`config.mk`:
```
export PLATFORM = sky130hd
export DESIGN_NAME = id_ex_reg_flat
export DESIGN_NICKNAME = d
export VERILOG_FILES = /design/src/rtl/id_ex_reg_if.sv /design/src/rtl/id_ex_reg.sv /design/src/flat_wrapper.sv
export SDC_FILE = /design/constraint.sdc
export NUM_CORES = 1
export LEC_CHECK = 0
export CAP_MARGIN = 20
export CORE_AREA = 2 2 127 129
export CTS_BUF_LIST = sky130_fd_sc_hd__clkbuf_4
export DETAILED_ROUTE_END_ITERATION = 7
export DIE_AREA = 0 0 129 131
export GPL_TIMING_DRIVEN = 0
export PLACE_DENSITY = 0.78
export SLEW_MARGIN = 20
export SYNTH_ARGS = -nofsm -noshare
export SYNTH_HDL_FRONTEND = slang
export SYNTH_SLANG_ARGS = --single-unit
```
`constraint.sdc`:
```
create_clock -name clk -period 9.85 [get_ports clk]
set_input_delay 1.4775 -clock clk [delete_from_list [all_inputs] [get_ports clk]]
set_output_delay 1.4775 -clock clk [all_outputs]
set_load 0.03 [all_outputs]
```
`src/rtl/id_ex_reg_if.sv`:
```
// ID/EX pipeline bus: decode-stage fields in, execute-stage fields and the
// load-use stall out. The master side drives decode; the slave side is the register.
interface id_ex_reg_if #(
    parameter int DATA_W = 32
);
    logic              id_valid;
    logic              id_reg_write;
    logic              id_is_signed;
    logic              id_reg_dst;
    logic              id_jump;
    logic              id_branch;
    logic              id_mem_to_reg;
    logic              id_mem_write;
    logic              id_mem_read;
    logic [1:0]        id_alu_sel;
    logic [5:0]        id_alu_code;
    logic [4:0]        id_rs;
    logic [4:0]        id_rt;
    logic [4:0]        id_rd;
    logic [DATA_W-1:0] id_rs_data;
    logic [DATA_W-1:0] id_rt_data;
    logic [DATA_W-1:0] id_imm;
    logic [DATA_W-1:0] id_pc4;
    logic              ex_flush;

    logic              ex_valid;
    logic              ex_reg_write;
    logic              ex_is_signed;
    logic              ex_reg_dst;
    logic              ex_jump;
    logic              ex_branch;
    logic              ex_mem_to_reg;
    logic              ex_mem_write;
    logic              ex_mem_read;
    logic [1:0]        ex_alu_sel;
    logic [5:0]        ex_alu_code;
    logic [4:0]        ex_rs;
    logic [4:0]        ex_rt;
    logic [4:0]        ex_rd;
    logic [DATA_W-1:0] ex_rs_data;
    logic [DATA_W-1:0] ex_rt_data;
    logic [DATA_W-1:0] ex_imm;
    logic [DATA_W-1:0] ex_pc4;
    logic              stall;

    modport master (
        output id_valid, id_reg_write, id_is_signed, id_reg_dst, id_jump, id_branch,
               id_mem_to_reg, id_mem_write, id_mem_read, id_alu_sel, id_alu_code,
               id_rs, id_rt, id_rd, id_rs_data, id_rt_data, id_imm, id_pc4, ex_flush,
        input  ex_valid, ex_reg_write, ex_is_signed, ex_reg_dst, ex_jump, ex_branch,
               ex_mem_to_reg, ex_mem_write, ex_mem_read, ex_alu_sel, ex_alu_code,
               ex_rs, ex_rt, ex_rd, ex_rs_data, ex_rt_data, ex_imm, ex_pc4, stall
    );

    modport slave (
        input  id_valid, id_reg_write, id_is_signed, id_reg_dst, id_jump, id_branch,
               id_mem_to_reg, id_mem_write, id_mem_read, id_alu_sel, id_alu_code,
               id_rs, id_rt, id_rd, id_rs_data, id_rt_data, id_imm, id_pc4, ex_flush,
        output ex_valid, ex_reg_write, ex_is_signed, ex_reg_dst, ex_jump, ex_branch,
               ex_mem_to_reg, ex_mem_write, ex_mem_read, ex_alu_sel, ex_alu_code,
               ex_rs, ex_rt, ex_rd, ex_rs_data, ex_rt_data, ex_imm, ex_pc4, stall
    );
endinterface

```
`src/rtl/id_ex_reg.sv`:
```
// ID/EX pipeline register with load-use hazard detection and bubble insertion.
// Define ID_EX_BUBBLE_CNT_EN to add the bubble_cnt hazard-bubble counter port.
module id_ex_reg #(
    parameter int DATA_W = 32
) (
    input  logic        clk,
    input  logic        rst,
    id_ex_reg_if.slave  bus
`ifdef ID_EX_BUBBLE_CNT_EN
    ,
    output logic [31:0] bubble_cnt
`endif
);
    typedef struct packed {
        logic                     valid;
        logic                     reg_write;
        logic                     is_signed;
        logic                     reg_dst;
        logic                     jump;
        logic                     branch;
        logic                     mem_to_reg;
        logic                     mem_write;
        logic                     mem_read;
        logic [1:0]               alu_sel;
        logic [5:0]               alu_code;
        logic [4:0]               rs;
        logic [4:0]               rt;
        logic [4:0]               rd;
        logic signed [DATA_W-1:0] rs_data;
        logic signed [DATA_W-1:0] rt_data;
        logic signed [DATA_W-1:0] imm;
        logic signed [DATA_W-1:0] pc4;
    } stage_t;

    stage_t id_p0;
    stage_t ex_p1;
    logic   rt_read_p0;
    logic   hazard_p0;
    logic   load_bubble_p0;

    // ---- stage p0: decode-side fields and hazard decision ----
    assign id_p0 = '{
        valid:      bus.id_valid,
        reg_write:  bus.id_reg_write,
        is_signed:  bus.id_is_signed,
        reg_dst:    bus.id_reg_dst,
        jump:       bus.id_jump,
        branch:     bus.id_branch,
        mem_to_reg: bus.id_mem_to_reg,
        mem_write:  bus.id_mem_write,
        mem_read:   bus.id_mem_read,
        alu_sel:    bus.id_alu_sel,
        alu_code:   bus.id_alu_code,
        rs:         bus.id_rs,
        rt:         bus.id_rt,
        rd:         bus.id_rd,
        rs_data:    bus.id_rs_data,
        rt_data:    bus.id_rt_data,
        imm:        bus.id_imm,
        pc4:        bus.id_pc4
    };

    // rt is a source only for R-type, store and branch forms
    assign rt_read_p0 = bus.id_reg_dst | bus.id_mem_write | bus.id_branch;

    assign hazard_p0 = ex_p1.valid & ex_p1.mem_read & (ex_p1.rt != 5'd0) & bus.id_valid &
                       ((ex_p1.rt == bus.id_rs) | ((ex_p1.rt == bus.id_rt) & rt_read_p0));

    assign bus.stall      = hazard_p0 & ~bus.ex_flush;
    assign load_bubble_p0 = bus.ex_flush | hazard_p0 | ~bus.id_valid;

    // ---- stage p1: execute-side register ----
    always_ff @(posedge clk or posedge rst) begin
        if (rst) begin
            ex_p1 <= '0;
        end else if (load_bubble_p0) begin
            ex_p1 <= '0;
        end else begin
            ex_p1 <= id_p0;
        end
    end

`ifdef ID_EX_BUBBLE_CNT_EN
    // only hazard bubbles are counted; flush and empty-slot loads are not
    always_ff @(posedge clk or posedge rst) begin
        if (rst) begin
            bubble_cnt <= 32'd0;
        end else if (bus.stall) begin
            bubble_cnt <= bubble_cnt + 32'd1;
        end
    end
`endif

    assign bus.ex_valid      = ex_p1.valid;
    assign bus.ex_reg_write  = ex_p1.reg_write;
    assign bus.ex_is_signed  = ex_p1.is_signed;
    assign bus.ex_reg_dst    = ex_p1.reg_dst;
    assign bus.ex_jump       = ex_p1.jump;
    assign bus.ex_branch     = ex_p1.branch;
    assign bus.ex_mem_to_reg = ex_p1.mem_to_reg;
    assign bus.ex_mem_write  = ex_p1.mem_write;
    assign bus.ex_mem_read   = ex_p1.mem_read;
    assign bus.ex_alu_sel    = ex_p1.alu_sel;
    assign bus.ex_alu_code   = ex_p1.alu_code;
    assign bus.ex_rs         = ex_p1.rs;
    assign bus.ex_rt         = ex_p1.rt;
    assign bus.ex_rd         = ex_p1.rd;
    assign bus.ex_rs_data    = ex_p1.rs_data;
    assign bus.ex_rt_data    = ex_p1.rt_data;
    assign bus.ex_imm        = ex_p1.imm;
    assign bus.ex_pc4        = ex_p1.pc4;
endmodule

```
`src/flat_wrapper.sv`:
```
// flat-port wrapper written by rule: the top's interface ports become plain ports
module id_ex_reg_flat 
#(
    parameter int DATA_W = 32
)
  (clk, rst, bus_id_valid, bus_id_reg_write, bus_id_is_signed, bus_id_reg_dst, bus_id_jump, bus_id_branch, bus_id_mem_to_reg, bus_id_mem_write, bus_id_mem_read, bus_id_alu_sel, bus_id_alu_code, bus_id_rs, bus_id_rt, bus_id_rd, bus_id_rs_data, bus_id_rt_data, bus_id_imm, bus_id_pc4, bus_ex_flush, bus_ex_valid, bus_ex_reg_write, bus_ex_is_signed, bus_ex_reg_dst, bus_ex_jump, bus_ex_branch, bus_ex_mem_to_reg, bus_ex_mem_write, bus_ex_mem_read, bus_ex_alu_sel, bus_ex_alu_code, bus_ex_rs, bus_ex_rt, bus_ex_rd, bus_ex_rs_data, bus_ex_rt_data, bus_ex_imm, bus_ex_pc4, bus_stall);
  id_ex_reg_if #(.DATA_W(DATA_W)) bus_i ();
  input  logic clk;
  input  logic rst;
  input wire logic [$bits(bus_i.id_valid)-1:0] bus_id_valid;
  input wire logic [$bits(bus_i.id_reg_write)-1:0] bus_id_reg_write;
  input wire logic [$bits(bus_i.id_is_signed)-1:0] bus_id_is_signed;
  input wire logic [$bits(bus_i.id_reg_dst)-1:0] bus_id_reg_dst;
  input wire logic [$bits(bus_i.id_jump)-1:0] bus_id_jump;
  input wire logic [$bits(bus_i.id_branch)-1:0] bus_id_branch;
  input wire logic [$bits(bus_i.id_mem_to_reg)-1:0] bus_id_mem_to_reg;
  input wire logic [$bits(bus_i.id_mem_write)-1:0] bus_id_mem_write;
  input wire logic [$bits(bus_i.id_mem_read)-1:0] bus_id_mem_read;
  input wire logic [$bits(bus_i.id_alu_sel)-1:0] bus_id_alu_sel;
  input wire logic [$bits(bus_i.id_alu_code)-1:0] bus_id_alu_code;
  input wire logic [$bits(bus_i.id_rs)-1:0] bus_id_rs;
  input wire logic [$bits(bus_i.id_rt)-1:0] bus_id_rt;
  input wire logic [$bits(bus_i.id_rd)-1:0] bus_id_rd;
  input wire logic [$bits(bus_i.id_rs_data)-1:0] bus_id_rs_data;
  input wire logic [$bits(bus_i.id_rt_data)-1:0] bus_id_rt_data;
  input wire logic [$bits(bus_i.id_imm)-1:0] bus_id_imm;
  input wire logic [$bits(bus_i.id_pc4)-1:0] bus_id_pc4;
  input wire logic [$bits(bus_i.ex_flush)-1:0] bus_ex_flush;
  output wire logic [$bits(bus_i.ex_valid)-1:0] bus_ex_valid;
  output wire logic [$bits(bus_i.ex_reg_write)-1:0] bus_ex_reg_write;
  output wire logic [$bits(bus_i.ex_is_signed)-1:0] bus_ex_is_signed;
  output wire logic [$bits(bus_i.ex_reg_dst)-1:0] bus_ex_reg_dst;
  output wire logic [$bits(bus_i.ex_jump)-1:0] bus_ex_jump;
  output wire logic [$bits(bus_i.ex_branch)-1:0] bus_ex_branch;
  output wire logic [$bits(bus_i.ex_mem_to_reg)-1:0] bus_ex_mem_to_reg;
  output wire logic [$bits(bus_i.ex_mem_write)-1:0] bus_ex_mem_write;
  output wire logic [$bits(bus_i.ex_mem_read)-1:0] bus_ex_mem_read;
  output wire logic [$bits(bus_i.ex_alu_sel)-1:0] bus_ex_alu_sel;
  output wire logic [$bits(bus_i.ex_alu_code)-1:0] bus_ex_alu_code;
  output wire logic [$bits(bus_i.ex_rs)-1:0] bus_ex_rs;
  output wire logic [$bits(bus_i.ex_rt)-1:0] bus_ex_rt;
  output wire logic [$bits(bus_i.ex_rd)-1:0] bus_ex_rd;
  output wire logic [$bits(bus_i.ex_rs_data)-1:0] bus_ex_rs_data;
  output wire logic [$bits(bus_i.ex_rt_data)-1:0] bus_ex_rt_data;
  output wire logic [$bits(bus_i.ex_imm)-1:0] bus_ex_imm;
  output wire logic [$bits(bus_i.ex_pc4)-1:0] bus_ex_pc4;
  output wire logic [$bits(bus_i.stall)-1:0] bus_stall;
  assign bus_i.id_valid = bus_id_valid;
  assign bus_i.id_reg_write = bus_id_reg_write;
  assign bus_i.id_is_signed = bus_id_is_signed;
  assign bus_i.id_reg_dst = bus_id_reg_dst;
  assign bus_i.id_jump = bus_id_jump;
  assign bus_i.id_branch = bus_id_branch;
  assign bus_i.id_mem_to_reg = bus_id_mem_to_reg;
  assign bus_i.id_mem_write = bus_id_mem_write;
  assign bus_i.id_mem_read = bus_id_mem_read;
  assign bus_i.id_alu_sel = bus_id_alu_sel;
  assign bus_i.id_alu_code = bus_id_alu_code;
  assign bus_i.id_rs = bus_id_rs;
  assign bus_i.id_rt = bus_id_rt;
  assign bus_i.id_rd = bus_id_rd;
  assign bus_i.id_rs_data = bus_id_rs_data;
  assign bus_i.id_rt_data = bus_id_rt_data;
  assign bus_i.id_imm = bus_id_imm;
  assign bus_i.id_pc4 = bus_id_pc4;
  assign bus_i.ex_flush = bus_ex_flush;
  assign bus_ex_valid = bus_i.ex_valid;
  assign bus_ex_reg_write = bus_i.ex_reg_write;
  assign bus_ex_is_signed = bus_i.ex_is_signed;
  assign bus_ex_reg_dst = bus_i.ex_reg_dst;
  assign bus_ex_jump = bus_i.ex_jump;
  assign bus_ex_branch = bus_i.ex_branch;
  assign bus_ex_mem_to_reg = bus_i.ex_mem_to_reg;
  assign bus_ex_mem_write = bus_i.ex_mem_write;
  assign bus_ex_mem_read = bus_i.ex_mem_read;
  assign bus_ex_alu_sel = bus_i.ex_alu_sel;
  assign bus_ex_alu_code = bus_i.ex_alu_code;
  assign bus_ex_rs = bus_i.ex_rs;
  assign bus_ex_rt = bus_i.ex_rt;
  assign bus_ex_rd = bus_i.ex_rd;
  assign bus_ex_rs_data = bus_i.ex_rs_data;
  assign bus_ex_rt_data = bus_i.ex_rt_data;
  assign bus_ex_imm = bus_i.ex_imm;
  assign bus_ex_pc4 = bus_i.ex_pc4;
  assign bus_stall = bus_i.stall;
  id_ex_reg #(.DATA_W(DATA_W)) u_core (.clk(clk), .rst(rst), .bus(bus_i));
endmodule
```
### Yosys cells after proc, flatten, opt, wreduce, memory -nomap -nowiden

Cells that the tools add are included.

* bits in registers: 160

* equal/unequal tests: 2
* multiplexer cells: 1
* reduce and logical (&&, ||, !) cells: 1
* bitwise gates (word level): 13

Operators by type and width (count)
* 2-to-1 mux 160 bit: 1
* equality test 5 bit: 2
* AND 1 bit: 6
* bitwise OR 1 bit: 5
* nonzero test 5 bit: 1
* inverter 1 bit: 2

### Logic depth before layout (Yosys ltp)

Gate-level depths: netlist of the first run.

* word-level depth: 8
* mapped depth: 6
* gate-level depth less buffers: 4

### Least setup slack after synthesis of the first run

OpenSTA, ideal clock, no wires.

* kind: input port to output port
* start point: in bus_id_rt[1]
* end point: out bus_stall
* arrival time: 2.470 ns
* data required time: 8.373 ns
* slack: 5.902 ns
* cell stages on the path: 5
* cell sequence: xnor2_1 nand4_1 o22ai_2 buf_4 and3b_1

* word-level cells in the longest chain between the ends: 5

RTL lines
* start, declared: line flat_wrapper.sv:22 `input wire logic [$bits(bus_i.id_rt)-1:0] bus_id_rt;`
* equality test 5 bit: line id_ex_reg.sv:67 `((ex_p1.rt == bus.id_rs) | ((ex_p1.rt == bus.id_rt) & rt_read_p0));`
* AND 1 bit: line id_ex_reg.sv:67
* bitwise OR 1 bit: line id_ex_reg.sv:67
* AND 1 bit: line id_ex_reg.sv:66 `assign hazard_p0 = ex_p1.valid & ex_p1.mem_read & (ex_p1.rt != 5'd0) & bus.id_valid &`
* AND 1 bit: line id_ex_reg.sv:69 `assign bus.stall = hazard_p0 & ~bus.ex_flush;`
* end, declared: line flat_wrapper.sv:47 `output wire logic [$bits(bus_i.stall)-1:0] bus_stall;`

Every way passes these cells.

### Worst setup path after layout of the first run

Same ends and word-level chain as after synthesis.

==> results.toml, run 1 <==
[run_status]
status = "finished clean"

[cts]
htree_levels = 4
cts_resized = 0
postCtsSetupBuffers = 0
clock_latency_ns = 0.55
cts.clk_slew.worst_paths_ns = 0.14
cts_made_buffers = 17
cts_tree = "done"
cts_hold_buf = 0
clockBufferDepth = 2
cts-root-buf = "clkbuf_4"
cts.sinks = 160

[grt]
grt_max_degree = 101
antenna_found_initial = 0
grt_pass1_wl_mm = 26.9
grt.overflow.total = 0
grt_pass1_vias = 5130
grt_use_total = 0.211

[detailed_routing]
via_count = 5225
drt_iter0_drc = 337
vias_per_cell = 4.64
wl_mm = 18.2
wl_per_cell_um = 16.2
ant_nets = 0
drc_errors = 0
first_pass_iters = 4

[setup_path]
critPathTopFamily = "buffers and inverters"
reg2reg_slack_ns = 7.91
worst-r2r-cell-count = 6
critPathSlowestCell = "clkdlybuf4s50_1"
path_depth = 7
path_cells = "clkdlybuf4s50_1, xnor2_1, nand4_1, o22ai_2, buf_4, and3b_1, clkdlybuf4s50_1"
critPathKind = "in2out"
cp_data_arrival_time_ns = 3.83
end_kind = "primary output"
start_kind = "primary input"
cp_max_fo = 10
cpMostUsedCell = "clkdlybuf4s50_1"
critical_path_required_ns = 8.37
slowest_delay_ns = 0.68
path_buf_inv = 3

[cells_and_area]
multi_input_area_mm2 = 0.00155
antenna_cells = 0
seqCellArea_mm2 = 0.00400
nNetsFinal = 1059
drive_gt1_frac = 0.0605
area_delta_synth_final_pct = 65.1
n_fill_cell = 1253

[timing]
holdWs_ns = 1.06
max-slew-margin-rel = 0.661
setup_ws_ns = 4.54
skew_ns = 0.0219
drv_slew = 0
hold_viol = 0
rsz0062_at_grt = "false"
timing.final.crit_period_ns = 5.31
clock.fmax_ghz = 0.188
finalSetupViolCount = 0
timing.final.crit_share = 0.539
fin_setup_tns_ns = 0
worst_pin_slew_ns = 0.509

[die]
core_mm2 = 0.0156
io_pins = 324
fp-row-count = 46
die_y_um = 131
initial_core_util = 0.375
die_width_um = 129
fp.dieArea_mm2 = 0.0169

[pwr]
leakagePower_nw = 4.29
powerDensity_mw_per_mm2 = 136
ir_worst_vdd_uv = 81.4

[yosys]
synth_area_mm2 = 0.00585
ys_warn_count = 0
yosys.area_share.adder = 0
synth_xor_area_frac = 0.0150
synth_top_family_by_area = "compound AO/OA/AOI/OAI gates"
ys_ff_latch = 160
synth_compound_area_frac = 0.147
ys_types = 19
postSynthCellCount = 553
synthMuxAreaShare = 0
synth-simple-area-share = 0.102
avgSynthCellArea_um2 = 10.6
seq_area_frac_synth = 0.685
syn_nets = 716

[worst_hold_path]
hold_path.class = "reg2reg"
hold-path-cell-count = 4

[placed_design]
gp_congestion = 0.823
io_buffer_count = 323
dp_hpwl_mm = 13.4
place_ws_ns = 4.52

[flow_run]
drv_cap = 0
==> final timing paths <==
| kind | startpoint | to |
|---|---|---|
| worst max-delay path | bus_id_rt[1] | bus_stall |
| worst min-delay path | u_core.bus.ex_valid | u_core.bus.ex_pc4[24] |
| worst max register to register | u_core.bus.ex_rt[0] | u_core.bus.ex_rs_data[17] |
| worst min register to register | u_core.bus.ex_valid | u_core.bus.ex_pc4[24] |
| max in group asynchronous | rst | u_core.bus.ex_rs_data[19] |
| min in group asynchronous | rst | u_core.bus.ex_pc4[20] |
==> cells in the mapped netlist, drive strengths merged <==
cell / number / area, um2
dfrtp: 160 / 4000
a21oi: 148 / 744
nand2: 147 / 552
clkbuf: 31 / 116
buf: 20 / 128
inv: 14 / 52.6
a211oi: 13 / 97.6
xnor2: 10 / 87.6
nand3: 2 / 10.0
and3b: 1 / 8.76
nand2b: 1 / 6.26
nand4: 1 / 6.26
nor2: 1 / 3.75
nor2b: 1 / 6.26
nor3: 1 / 5.00
o22ai: 1 / 12.5
o31ai: 1 / 7.51
==> power breakdown <==
part | switching [mW] | internal [mW] | leakage, nW
clock network | 0.247 | 0.131 | 0.123
registers | 0.00741 | 0.681 | 2.15
logic | 0.127 | 0.119 | 2.02
==> cells in the final DEF (no fill, tap or decap), types with 2 or more instances in the layout <==
| cell | instances |
|---|---|
| inv_8 | 2 |
| clkdlybuf4s50_1 | 323 |
| buf_4 | 11 |
| inv_1 | 13 |
| dfrtp_1 | 160 |
| a211oi_1 | 13 |
| clkinvlp_4 | 7 |
| nand2_1 | 147 |
| nand3_1 | 2 |
| clkbuf_4 | 18 |
| xnor2_1 | 10 |
| a21oi_1 | 147 |
| clkbuf_1 | 31 |
| buf_2 | 9 |
| inv_6 | 3 |
==> cell families after synthesis <==
| family | count (synthesis) |
|---|---|
| xor gates and xnor gates | 10 |
| DFF | 160 |
| AOI/OAI and AO/OA | 163 |
| buffers and inverters | 65 |
| and+or+nand+nor | 155 |
==> worst min-delay path, stage by stage (launching register included) <==
cell      delay, ns
dfrtp_1        0.40
nand3_1        0.11
a21oi_2        0.10
clkbuf_1       0.23
a21oi_1        0.18
==> layout make-up <==
type,instances,area share
Inverter,14,0.00622
Timing Repair Buffer,324,0.338
Buffer,51,0.0253
Clock inverter,14,0.0137
Sequential cell,160,0.415
Clock buffer,18,0.0140
Multi-Input combinational cell,328,0.160
Tap cell,216,0.0280
==> layer usage <==
| layer | up-vias | GRT usage | wire [um] |
|---|---|---|---|
| li1 | 2497 | - | - |
| met1 | 2448 | 0.236 | 6860 |
| met2 | 240 | 0.360 | 9200 |
| met3 | 40 | 0.0794 | 1580 |
| met4 | 0 | 0.0921 | 553 |
| met5 | - | 0 | 0 |
==> metrics by stage <==
stage / utilization / cells / instance area [um2] / total power, mW
floorplan: - / 553 / 5850 / 0.811
global placement: 0.600 / 1092 / 9350 / 0.945
detailed placement: 0.602 / 1093 / 9390 / 0.950
CTS: 0.619 / 1125 / 9650 / 1.33
global route: 0.619 / 1125 / 9650 / 1.37
finish: 0.619 / 1125 / 9650 / 1.31
Note: power is estimated with default switching activity, not from simulation.
==> run 2, diff against run 1 <==
Settings changed: CORE_AREA 2 2 127 129 to default, CORE_ASPECT_RATIO from default to 0.8, CORE_UTILIZATION from default to 36, DIE_AREA 0 0 129 131 to default.
Clock period 9.85 ns to 4.7 ns, I/O delays scaled along.
==> run 2 against run 1 <==
  * Sequential share of layout area fell by 0.49 points
  * Core utilization is 0.058 points lower
  * Global-route usage increased by 0.94 points
  * Largest cell class unchanged
  * Sequential power up 110%
  * Power grew 120%
  * Routed wire length rose by 0.71%
  * Final cell count increased by 0.27%
  * Critical path type unchanged
==> results.toml, run 2 (same netlist as run 1, synthesis figures left out) <==
[run_status]
status = "finished clean"

[timing]
worst_pin_slew_ns = 0.518
timing.final.crit_period_ns = 3.80
holdWs_ns = 0.511
fin_setup_tns_ns = 0
max-slew-margin-rel = 0.655
skew_ns = 0.0208
finalSetupViolCount = 0
timing.final.crit_share = 0.808
hold_viol = 0
drv_slew = 0
rsz0062_at_grt = "false"
clock.fmax_ghz = 0.263

[grt]
grtUsageMet1 = 0.247
grt.overflow.total = 0
grt_max_degree = 34
use_met2 = 0.376
antenna_found_initial = 0
grt_pass1_vias = 5224
met3_usage = 0.0963
grt.busiest_layer = "met2"
grt_pass1_wl_mm = 27.4
grt_use_total = 0.220

[setup_path]
worst-r2r-cell-count = 5
critPathKind = "in2out"
start_kind = "primary input"
cp_data_arrival_time_ns = 3.09
cp_max_fo = 10
end_kind = "primary output"
critical_path_required_ns = 3.99

[detailed_routing]
drc_errors = 0
ant_nets = 0
drt_iter0_drc = 243
vias_per_cell = 4.69
first_pass_iters = 4
wl_per_cell_um = 16.2
wl_mm = 18.3
via_count = 5295

[cells_and_area]
drive_gt1_frac = 0.0646
area_delta_synth_final_pct = 67.1
antenna_cells = 0
nNetsFinal = 1063
final_common_cell = "clkdlybuf4s50_1"
final_cell_mix = "clkdlybuf4s50_1, dfrtp_1, nand2_1, a21oi_1, clkbuf_1"

[die]
fp.dieArea_mm2 = 0.0168
initial_core_util = 0.370
fp-row-count = 41
die_width_um = 145
die_y_um = 116
core_mm2 = 0.0158
io_pins = 324

[cts]
postCtsSetupBuffers = 0
htree_levels = 4
cts-root-buf = "clkbuf_4"
cts.clk_slew.worst_paths_ns = 0.14
clock_latency_ns = 0.57
cts.sinks = 160
cts_resized = 0
cts_made_buffers = 17
cts_tree = "done"
cts_hold_buf = 0
clockBufferDepth = 2

[pwr]
ir_worst_vdd_uv = 230
leakagePower_nw = 4.37
powerDensity_mw_per_mm2 = 292

[placed_design]
gp_congestion = 0.804
dp_hpwl_mm = 13.9
io_buffer_count = 323

[flow_run]
drv_cap = 0

[worst_hold_path]
hold_path.class = "in2async"
[run 2: cell count changes in the layout (fill, tap and decap cells not counted), sizes merged]
cell and change:
clkinvlp -6, buf +4, inv +1, bufinv +2, clkinv +4, clkbuf -1
[run 2: metal layers]
| metal | share of wire | vias to the layer above |
|---|---|---|
| li1 | - | 2501 |
| met1 | 0.37 | 2546 |
| met2 | 0.50 | 220 |
| met3 | 0.10 | 28 |
| met4 | 0.021 | 0 |
| met5 | 0 | - |
[run 2: path summary, 6_finish.rpt]
| kind | endpoint | slack, ns | startpoint |
|---|---|---|---|
| min reg2reg | u_core.bus.ex_pc4[29] | 1.05 | u_core.bus.ex_mem_read |
| max in group asynchronous | u_core.bus.ex_valid | 3.25 | rst |
| min in group clk | u_core.bus.ex_rs_data[7] | 0.64 | bus_id_rs_data[7] |
| min | u_core.bus.ex_rt_data[4] | 0.51 | rst |
| max | bus_stall | 0.90 | bus_id_rt[3] |
| max reg2reg | u_core.bus.ex_rs_data[19] | 2.67 | u_core.bus.ex_rt[4] |
[run 2: power by group]
group | switching [mW] | internal, mW
combinational | 0.268 | 0.257
clock | 0.509 | 0.378
sequential | 0.0168 | 1.43
[run 2: layout make-up]
cell class	count	area [um2]
multi-input combinational	328	1550
clock buffer	17	128
inverter	14	56.3
tap	215	269
sequential	160	4000
clock inverter	15	181
timing repair buffer	328	3340
buffer	51	244
fill	1362	6030
[run 2: critical path: stages]
cell	delay, ns
clkdlybuf4s50_1	0.50
xnor2_1	0.13
nand4_1	0.15
o22ai_2	0.42
buf_4	0.30
and3b_1	0.20
clkdlybuf4s50_1	0.68
[run 2: stage by stage]
| stage | power, mW | util | area [um2] | std cells | setup WS [ns] |
|---|---|---|---|---|---|
| final | 2.86 | 0.618 | 9770 | 1128 | 0.902 |
| after global routing | 2.98 | 0.618 | 9770 | 1128 | 0.780 |
| after CTS | 2.89 | 0.618 | 9770 | 1128 | 0.872 |
| after detailed placement | 2.00 | 0.599 | 9460 | 1096 | 0.875 |
| after global placement | 1.98 | 0.592 | 9350 | 1091 | 0.649 |
| after floorplan | 1.70 | - | 5850 | 553 | 1.97 |
==> run 3, diff against run 2 <==
Settings changed: CORE_UTILIZATION 36 to 40, PLACE_DENSITY 0.78 to 0.82.
Clock period 4.7 ns to 3.5 ns, I/O delays scaled along.
==> run 3 against run 2 <==
  * Die area fell by 9.9%
  * Final cell count fell by 2.7%
  * Highest routed layer unchanged
  * Critical path depth fell by 1
  * Non-clock buffer count fell by 1
  * Sequential cell count did not move
  * Clock skew fell by 0.0019 ns
  * Combinational power rose by 34%
  * First-iteration DRC count fell by 4.5%
  * Critical path type is now reg2out
  * Global-route usage rose by 2.5 points
  * Sequential share of layout area rose by 0.34 points
  * Sequential power rose by 35%
==> results.toml, run 3 (same netlist as run 1, synthesis figures left out) <==
[cts]
cts_resized = 1
cts_tree = "done"
clockBufferDepth = 2
cts_made_buffers = 17
clock_latency_ns = 0.55
postCtsSetupBuffers = 0
cts.sinks = 160
cts_hold_buf = 0
cts.clk_slew.worst_paths_ns = 0.13
cts-root-buf = "clkbuf_4"
htree_levels = 4

[die]
fp.dieArea_mm2 = 0.0151
core_mm2 = 0.0143
die_width_um = 137
fp-row-count = 39
die_y_um = 110
io_pins = 324
initial_core_util = 0.409

[grt]
grt_pass1_wl_mm = 27.2
antenna_found_initial = 1
grt_max_degree = 36
grt_pass1_vias = 5073
grt_use_total = 0.245
grt.overflow.total = 0

[cells_and_area]
nNetsFinal = 1062
drive_gt1_frac = 0.0636
final_cell_mix = "clkdlybuf4s50_1, dfrtp_1, nand2_1, a21oi_1, clkbuf_1"
final_common_cell = "clkdlybuf4s50_1"
n_fill_cell = 1084
area_delta_synth_final_pct = 65.7

[timing]
skew_ns = 0.0189
max-slew-margin-rel = 0.512
worst_pin_slew_ns = 0.731
timing.final.crit_period_ns = 3.01
finalSetupViolCount = 0
rsz0062_at_grt = "false"
clock.fmax_ghz = 0.332
fin_setup_tns_ns = 0
hold_viol = 0
timing.final.crit_share = 0.860
drv_slew = 0
setup_ws_ns = 0.489

[setup_path]
critical_path_required_ns = 2.97
start_kind = "register"
r2r-start = "u_core.bus.ex_rt[3]"
cp-startpoint = "u_core.bus.ex_rt[3]"
cp_data_arrival_time_ns = 2.49
reg2reg_slack_ns = 1.56
end_kind = "primary output"
worst-r2r-cell-count = 5
cp_max_fo = 10
critPathKind = "reg2out"
r2r_end = "u_core.bus.ex_rt_data[24]"

[detailed_routing]
vias_per_cell = 4.83
drc_errors = 0
drt_iter0_drc = 232
wl_per_cell_um = 16.7
first_pass_iters = 4
via_count = 5302
routed.top_layer = "met4"
m1WireLength_mm = 6.74
ant_nets = 0
met2_length_mm = 9.51
routed-wl-met3_mm = 1.75
wl_mm = 18.3

[placed_design]
io_buffer_count = 323
place_ws_ns = 0.0437
gp_congestion = 0.824
dp_hpwl_mm = 13.9

[pwr]
powerDensity_mw_per_mm2 = 387
p_total_mw = 3.75
leakagePower_nw = 4.36
ir_worst_vdd_uv = 270

[worst_hold_path]
hold_path.class = "in2async"

[run_status]
status = "finished clean"

[flow_run]
drv_cap = 0
[run 3: critical path: stages, from the launching register on]
cell            delay, ns
dfrtp_1              0.47
xnor2_1              0.18
nand4_1              0.18
o22ai_4              0.33
buf_4                0.28
and3b_1              0.17
dlymetal6s2s_1       0.33
[run 3: how the worst max path moves through the flow]
stage	to	slack, ns	cells after the start
detailed placement	bus_stall	0.04	7
global route	bus_stall	0.33	6
global placement	u_core.bus.ex_reg_write	-0.29	2
finish	bus_stall	0.49	6
CTS	bus_stall	0.03	6
floorplan	u_core.bus.ex_alu_code[0]	0.95	1
[run 3: area by class of cell]
cell class / count / area, um2 / share of cell area
Sequential cell: 160 / 4000 / 0.413
Timing Repair Buffer: 327 / 3320 / 0.342
Multi-Input combinational cell: 328 / 1560 / 0.160
Buffer: 51 / 244 / 0.0252
Tap cell: 184 / 230 / 0.0238
Clock buffer: 19 / 143 / 0.0147
Clock inverter: 13 / 140 / 0.0145
Inverter: 14 / 56.3 / 0.00581
Antenna cell: 1 / 2.50 / 0.000258
[run 3: per-layer routing]
metal / track usage / vias up
li1: - / 2502
met4: 0.0746 / 0
met2: 0.427 / 236
met5: 0 / -
met3: 0.0979 / 24
met1: 0.275 / 2540
[run 3: power breakdown]
part | internal (mW) | switching (mW) | total, mW
logic | 0.342 | 0.363 | 0.705
clock network | 0.440 | 0.661 | 1.10
registers | 1.92 | 0.0230 | 1.94
total | 2.70 | 1.05 | 3.75
[run 3: per-stage QoR]
stage	utilization	hold slack, ns	instance area (um2)	std cells
floorplan	-	0.633	5850	553
global placement	0.652	1.02	9320	1060
detailed placement	0.657	1.02	9400	1064
CTS	0.677	0.401	9690	1096
global route	0.678	0.425	9690	1097
finish	0.678	0.425	9690	1097
